`config.mk`:
```
export PLATFORM = sky130hd
export DESIGN_NAME = ft2232h_rx_reader
export DESIGN_NICKNAME = d
export VERILOG_FILES = /design/src/rtl/ft2232h_rx_reader.sv
export SDC_FILE = /design/constraint.sdc
export NUM_CORES = 1
export LEC_CHECK = 0
export BUFFER_PORTS_ARGS = -buffer_cell sky130_fd_sc_hd__buf_2
export CAP_MARGIN = 20
export CELL_PAD_IN_SITES_DETAIL_PLACEMENT = 1
export CELL_PAD_IN_SITES_GLOBAL_PLACEMENT = 2
export CORE_MARGIN = 5
export CORE_UTILIZATION = 40
export DETAILED_ROUTE_END_ITERATION = 16
export PLACE_DENSITY = 0.84
export SYNTH_ARGS = -nofsm -noshare
export SYNTH_HDL_FRONTEND = slang
export SYNTH_SLANG_ARGS = --single-unit
export TNS_END_PERCENT = 5
```
`constraint.sdc`:
```
create_clock -name clk_i -period 5.5 [get_ports clk_i]
set_clock_uncertainty 0.05 [all_clocks]
set_input_delay 0.275 -clock clk_i [delete_from_list [all_inputs] [get_ports clk_i]]
set_output_delay 0.275 -clock clk_i [all_outputs]
set_load 0.02 [all_outputs]
```
`src/rtl/ft2232h_rx_reader.sv`:
```
`timescale 1ns / 1ps
// FT2232H FT245 synchronous-FIFO receive engine: drains RXF# data into a show-ahead byte FIFO.
// Define FT_RX_COUNT_EN to compile in the 16-bit captured-byte counter driven on rx_count_o.
module ft2232h_rx_reader #(
    parameter int DEPTH = 4
) (
    input  logic        clk_i,
    input  logic        rst_n_i,
    input  logic [7:0]  adbus_i,
    input  logic        rxf_n_i,
    output logic        oe_n_o,
    output logic        rd_n_o,
    output logic [7:0]  dout_o,
    output logic        dvalid_o,
    input  logic        dready_i,
    output logic [15:0] rx_count_o
);

    localparam int AW = (DEPTH > 1) ? $clog2(DEPTH) : 1;
    localparam int CW = AW + 1;
    localparam logic [CW-1:0] DEPTH_C = CW'(DEPTH);

    typedef enum logic [1:0] {
        IDLE,
        TURN,
        READ
    } state_t;

    state_t        state;
    logic [7:0]    mem [DEPTH];
    logic [AW-1:0] wr_ptr;
    logic [AW-1:0] rd_ptr;
    logic [CW-1:0] count;
    logic [CW-1:0] count_next;
    logic [CW-1:0] free_next;
    logic          push;
    logic          pop;

    // A byte is on ADBUS for every edge spent in READ while RXF# stays low.
    assign push       = (state == READ) && !rxf_n_i;
    assign pop        = dvalid_o && dready_i;
    assign count_next = count + CW'(push) - CW'(pop);
    assign free_next  = DEPTH_C - count_next;

    // Empty FIFO presents zero so the output is defined without clearing storage.
    assign dout_o = dvalid_o ? mem[rd_ptr] : 8'h00;

    always_ff @(posedge clk_i) begin
        if (!rst_n_i) begin
            wr_ptr   <= '0;
            rd_ptr   <= '0;
            count    <= '0;
            dvalid_o <= 1'b0;
        end else begin
            if (push) begin
                wr_ptr <= wr_ptr + AW'(1);
            end
            if (pop) begin
                rd_ptr <= rd_ptr + AW'(1);
            end
            count    <= count_next;
            dvalid_o <= (count_next != '0);
        end
    end

    always_ff @(posedge clk_i) begin
        if (push) begin
            mem[wr_ptr] <= adbus_i;
        end
    end

    // Re-arm only with two free slots: TURN costs a cycle and READ may capture immediately.
    always_ff @(posedge clk_i) begin
        if (!rst_n_i) begin
            state  <= IDLE;
            oe_n_o <= 1'b1;
            rd_n_o <= 1'b1;
        end else begin
            case (state)
                IDLE: begin
                    if (!rxf_n_i && (free_next >= CW'(2))) begin
                        state  <= TURN;
                        oe_n_o <= 1'b0;
                    end
                end
                TURN: begin
                    if (!rxf_n_i) begin
                        state  <= READ;
                        rd_n_o <= 1'b0;
                    end else begin
                        state  <= IDLE;
                        oe_n_o <= 1'b1;
                    end
                end
                READ: begin
                    if (rxf_n_i || (free_next < CW'(1))) begin
                        state  <= IDLE;
                        oe_n_o <= 1'b1;
                        rd_n_o <= 1'b1;
                    end
                end
                default: begin
                    state  <= IDLE;
                    oe_n_o <= 1'b1;
                    rd_n_o <= 1'b1;
                end
            endcase
        end
    end

`ifdef FT_RX_COUNT_EN
    logic [15:0] rx_count;

    always_ff @(posedge clk_i) begin
        if (!rst_n_i) begin
            rx_count <= 16'h0000;
        end else if (push) begin
            rx_count <= rx_count + 16'd1;
        end
    end

    assign rx_count_o = rx_count;
`else
    assign rx_count_o = 16'h0000;
`endif

endmodule

```
# Word level (Yosys, flattened, before mapping)
# Memories as Yosys holds them, arrays and structs flattened. A register that Yosys moved wholly into a read port is not among the register bits.
# Cells that the tools add are included.
totals:
  reg_bits: 12
  n_memories: 1
  elab_cells: 47
  ramBits: 32
  output_inout_bits: 27
  in_bits: 12
op_classes:
  addsub: 5
  order_cmp: 2
  mux: 15
  bitwise: 1
  n_reduce_logical: 10
  eq_ne: 6
mem_list:
  columns: ["memory", "words", "width", "read_ports", "rd_ports_with_merged_regs", "wr", "line_no", "rtl"]
  rows:
  - ["mem", 4, 8, 1, 1, 1, "30", "logic [7:0] mem [DEPTH];"]
op_table:
  columns: ["cell", "n"]
  rows:
  - ["2-bit 2-to-1 mux", 5]
  - ["8-bit 2-to-1 mux", 1]
  - ["1-bit 2-to-1 mux", 6]
  - ["2-bit != test (second input constant)", 3]
  - ["1-bit case mux with 3 select lines", 2]
  - ["2-bit case mux with 3 select lines", 1]
  - ["3-bit AND reduction", 2]
  - ["2-bit by 1-bit adder with 2-bit output (second input constant)", 2]
  - ["3-bit by 1-bit adder with 3-bit output", 1]
  - ["3-bit by 2-bit >= comparator with 1-bit output (second input constant)", 1]
  - ["1-bit logical AND", 3]
  - ["3-bit by 1-bit < comparator with 1-bit output (second input constant)", 1]
  - ["3-bit nonzero test", 1]
  - ["3-bit by 1-bit subtractor with 3-bit output", 1]
  - ["3-bit subtractor (first input constant)", 1]
  - ["2-bit by 1-bit equality test with 1-bit output (second input constant)", 1]
  - ["2-bit equality test (second input constant)", 1]
  - ["2-bit zero test", 1]
  - ["2-bit by 1-bit != test with 1-bit output (second input constant)", 1]
  - ["2-bit AND reduction", 1]
  - ["1-bit zero test", 1]
  - ["1-bit logical OR", 1]
  - ["1-bit inverter", 1]

# Logic depth before layout (Yosys ltp)
depth:
  ltp_word: 9
  depth_mapped: 12
  depth_no_buf: 12

# Worst setup path after synthesis
# No wires, ideal clock.
synth_timing:
  path_kind: "reg2reg"
  from: "reg state[0]"
  to: "reg oe_n_o"
  setup_time_ns: 0.078
  required_ns: 5.372
  arrival_time_ns: 2.671
  synth_period_minus_slack_ns: 2.799
  path_buffers: 0
  path_slack_ns: 2.701
  stages_incl_launch_ff: 13
  path_cell_list: "dfxtp_1 nor3b_2 inv_1 ha_1 inv_1 ha_1 fa_1 inv_1 ha_1 ha_1 nand3b_1 and4b_1 nor3_1"
synth_between:
  elab_chain_len: 9
  elab_cells_between_ends: 16
  cone_classes: "add/sub: 3; order compare: 2; eq/ne: 5; mux: 1; reduce/logical: 5"
synth_rtl:
  columns: ["item", "line_no", "rtl"]
  rows:
  - ["start, declared", "29", "state_t state;"]
  - ["start signal, assigned", "75", "state <= IDLE;"]
  - ["start signal, assigned", "82", "state <= TURN;"]
  - ["start signal, assigned", "88", "state <= READ;"]
  - ["2-bit equality test (*)", "40", "assign push = (state == READ) && !rxf_n_i;"]
  - ["1-bit logical AND (*)", "40", null]
  - ["3-bit by 1-bit adder with 3-bit output (*)", "42", "assign count_next = count + CW'(push) - CW'(pop);"]
  - ["3-bit by 1-bit subtractor with 3-bit output (*)", "42", null]
  - ["via count_next[1]", "34", "logic [CW-1:0] count_next;"]
  - ["3-bit subtractor (*)", "43", "assign free_next = DEPTH_C - count_next;"]
  - ["3-bit by 2-bit >= comparator with 1-bit output / 3-bit by 1-bit < comparator with 1-bit output (equally long branches)", "81, 96", null]
  - ["1-bit logical AND / 1-bit logical OR (equally long branches)", "81, 96", null]
  - ["2-bit != test (no source line) / 2-bit by 1-bit != test with 1-bit output (equally long branches)", null, null]
  - ["3-bit AND reduction (no source line) (*)", null, null]
  - ["end signal, assigned", "76", "oe_n_o <= 1'b1;"]
  - ["end signal, assigned", "83", "oe_n_o <= 1'b0;"]
  - ["end signal, assigned", "92", "oe_n_o <= 1'b1;"]
  - ["end, declared", "11", "output logic oe_n_o,"]
# The timed path passes the listed nets; every way through them passes the cells marked *.
# A chain may end at the register's enable or synchronous reset.

# Worst setup path after layout
layout_timing:
  from: "reg state[1]"
  to: "reg oe_n_o"
# The elaborated chain is that of the path after synthesis.

==> impl_summary.md <==
Critical path
The endpoint required time on the critical path is roughly 5.7 ns. The cell occurring most often along the worst timing path is sky130_fd_sc_hd__ha_1. The kind of critical path is flop to flop.

The worst register-to-register path begins at state[1]. The internal reg-to-reg setup slack is 2.36 ns. The type of origin of the critical path is a flop. The worst flop-to-flop path endpoint is oe_n_o. The worst reg2reg path depth is 12. Among all stages on the critical path, the largest delay is contributed by sky130_fd_sc_hd__fa_1. The sort of element at the end of the critical path is a flop.

Walking the worst path, the cells encountered are nor3b_2, inv_1, ha_1, inv_1, ha_1, fa_1, inv_1, ha_1, ha_1, nand3b_1, and4b_1, nor3_1. The highest fanout seen on the critical path is 7. The highest cell delay on the worst timing path is 0.52 ns. At the worst endpoint, the arrival time is between 3 and 4 ns.

Floorplan
Measured along the y axis, the die boundary spans around 81 um. The area of the placeable core is around 4800 um2. The die is approximately 81 um wide. The total I/O pin count is 39.

The total die area is approximately 6600 um2. Once the floorplan was initialized, standard cells occupied a little over two fifths of the core. The number of placement rows is 25.

Clock tree
Buffers added to address setup during post-CTS repair amount to 0. The maximum number of buffers from clock root to sink is 2. The source-to-sink clock delay at the later pin of the worst-skew pair is between 0.2 and 0.3 ns. The root buffer cell is sky130_fd_sc_hd__clkbuf_8. The clock input transition at the sequential cells of the worst setup and hold paths is about 0.090 ns. The clock sink total is 46. The number of clock buffers inserted by TritonCTS is 5. After clock tree synthesis, the repair step resized 0 gates. The clock tree from TritonCTS is built. Buffers inserted to repair hold after CTS numbered 0.

The number of H-tree levels is 2.

Pwr
The total power is 0.924 mW. Across the VDD grid, the largest voltage drop is around 0.15 mV. The reported leakage power is approximately 0.84 nW. The total power divided by cell area is approximately 420 nW/um2.

Layout
The fraction of final layout cells sized beyond drive strength 1 is roughly 23%. Leaving out fill and tap cells, the most frequent cells in the layout are 32 x sky130_fd_sc_hd__edfxtp_1, 22 x sky130_fd_sc_hd__buf_2, 16 x sky130_fd_sc_hd__conb_1. The layout-stage area growth over the synthesis result is 9.80%. The number of nets in the final layout is between 150 and 200. After routing the design area is around 2200 um2.

The post-route core utilization is a little under half. The most common cell after layout, fill and taps aside is sky130_fd_sc_hd__edfxtp_1. The number of antenna diodes in the final layout is 0. The number of cells in the finished layout apart from fillers is around 230.

Routing
After detailed routing, the average wire length per cell comes to approximately 15 um. The detailed-route via count is 1,074. The via density per instance is between 4 and 5.

The count of unresolved DRC violations after routing is 0. The first-pass iteration count of the detailed router is 4. The total length of routed wires is between 3 and 4 mm. The detailed router's first-iteration violation count is 62. The detail route stage leaves a number of antenna-violating nets equal to 0.

Timing
The transition time at the pin with the least slew margin is 0.553 ns. The post-layout worst setup margin is approximately 2.4 ns. After routing, the total negative slack on setup checks comes to 0 ns.

The share of the cycle needed by the critical path after routing is a little under three fifths. The max-slew headroom at the worst pin is a little over three fifths. The achievable frequency is 319 MHz. After layout, the minimum clock period comes to between 3 and 4 ns. The count of endpoints failing hold in the final timing report was 0. The tightest hold path in the finished design has a slack of 0.140 ns. The setup violation total in the final timing report is 0. Setup repair after global routing left no endpoint under its margin. The number of max-slew violations in the final report is 0.

Placed design
Port buffering added 22 buffers. The setup slack at placement is around 2.4 ns. The final estimated routing congestion in global placement is around 0.68.

Summing all placed instances gives a cell area of between 2000 and 2500 um2. The placed wire-length estimate is between 2 and 3 mm. The post-placement cell count is 224.

Worst hold path
The terminating pin of the worst hold path is mem[0][4]. In this run the most critical hold path is launched from adbus_i[4]. In this run the worst hold path is classified as primary input to flop.

Along the worst hold path, the cell count comes to 1.

Logic synthesis
The count of warnings emitted by yosys is 0. The count of different cell masters after synthesis is 27. The mean post-synth cell area is between 10 and 15 um2. Sequential cells were found to cover between 60% and 70% of the synthesized design area. In this run, synthesis produced a sequential element count of 46.

The cell count after synthesis came out at 139. Summing every instance area after synthesis gives just over 2000 um2.

Status
The flow ran to the end, and the final reports show no timing, DRC or antenna violations.

GRT
The via count of the first global-routing pass is 1,174. The wire length of the first global-routing pass is approximately 5.8 mm. The initial antenna violation count was 0. The global routing usage summed across all routing layers is around 12%. The total overflow left after global routing is 0. The maximum number of pins on one net before global-route repair is 15.

Job
Max-cap violations in this run came to 0.
-- layer usage --
layer | track usage, % | vias to the layer above | share of wire, %
met5 | 0 | - | 0
met4 | 4.56 | 0 | 1.7
met3 | 4.10 | 5 | 4.8
met2 | 20.4 | 27 | 50
met1 | 14.5 | 537 | 44
li1 | - | 505 | -
-- cells by family after synthesis --
| logic type | Yosys count | share of synthesized area [%] |
|---|---|---|
| DFF | 46 | 61.5 |
| muxes | 9 | 9.43 |
| and+or+nand+nor | 33 | 9.18 |
| adders and majority gates | 10 | 6.58 |
| xor gates and xnor gates | 5 | 2.17 |
| other | 1 | 0.186 |
| AOI/OAI and AO/OA | 5 | 1.99 |
| buffers and inverters | 30 | 8.93 |
-- cells in the mapped netlist --
cell type,count,area [um2]
sky130_fd_sc_hd__and2_1,13,81.3
sky130_fd_sc_hd__and4b_1,1,10.0
sky130_fd_sc_hd__xor2_1,1,8.76
sky130_fd_sc_hd__nand2_1,2,7.51
sky130_fd_sc_hd__nand3b_1,2,15.0
sky130_fd_sc_hd__conb_1,1,3.75
sky130_fd_sc_hd__o2111a_1,1,11.3
sky130_fd_sc_hd__nand3_1,2,10.0
sky130_fd_sc_hd__a211oi_1,1,7.51
sky130_fd_sc_hd__nor3_1,1,5.00
sky130_fd_sc_hd__buf_6,1,11.3
sky130_fd_sc_hd__buf_4,16,120
sky130_fd_sc_hd__ha_1,9,113
sky130_fd_sc_hd__edfxtp_1,32,961
sky130_fd_sc_hd__o21ai_0,1,5.00
sky130_fd_sc_hd__clkbuf_1,2,7.51
sky130_fd_sc_hd__a21o_1,1,7.51
sky130_fd_sc_hd__dfxtp_1,14,280
sky130_fd_sc_hd__nor3b_2,1,12.5
sky130_fd_sc_hd__a2111oi_0,1,8.76
sky130_fd_sc_hd__inv_1,11,41.3
sky130_fd_sc_hd__mux2i_1,1,10.0
sky130_fd_sc_hd__xnor2_1,4,35.0
sky130_fd_sc_hd__nor2_1,10,37.5
sky130_fd_sc_hd__fa_1,1,20.0
sky130_fd_sc_hd__mux4_2,8,180
sky130_fd_sc_hd__nor2b_1,1,6.26
-- registers in the layout, summed over array words and instances (netlist names), named ones only --
signal,cells
rd_ptr,2
count,3
dvalid_o,1
oe_n_o,1
rd_n_o,1
state,2
mem,32
wr_ptr,2
-- layout make-up --
cell class / instances / area [um2]
clock inverter: 2 / 13.8
sequential: 46 / 1240
tap: 67 / 83.8
multi-input combinational: 78 / 652
fill: 520 / 2600
timing repair buffer: 22 / 110
clock buffer: 6 / 72.6
inverter: 11 / 41.3
-- worst max-delay path: cells and delay by family (launching register included) --
kind / cells / cell delay [ns]
buf+inv: 3 / 0.20
fa+ha+maj: 5 / 1.47
simple gates: 4 / 0.96
flops: 1 / 0.39
-- worst max-delay path by stage --
stage / slack (ns) / start / endpoint / cells after the start
floorplan: 2.70 / state[0] / oe_n_o / 12
global placement: 2.52 / rxf_n_i / oe_n_o / 13
detailed placement: 2.36 / rxf_n_i / oe_n_o / 13
CTS: 2.36 / state[1] / oe_n_o / 12
global route: 2.15 / state[1] / oe_n_o / 12
finish: 2.36 / state[1] / oe_n_o / 12
-- where the power goes --
| part | total (mW) | internal, mW | leakage [nW] | switching, mW |
|---|---|---|---|---|
| Clock | 0.202 | 0.0897 | 0.0452 | 0.112 |
| Sequential | 0.440 | 0.402 | 0.403 | 0.0384 |
| Combinational | 0.283 | 0.122 | 0.395 | 0.161 |
Power figures use the tool's default switching activity.
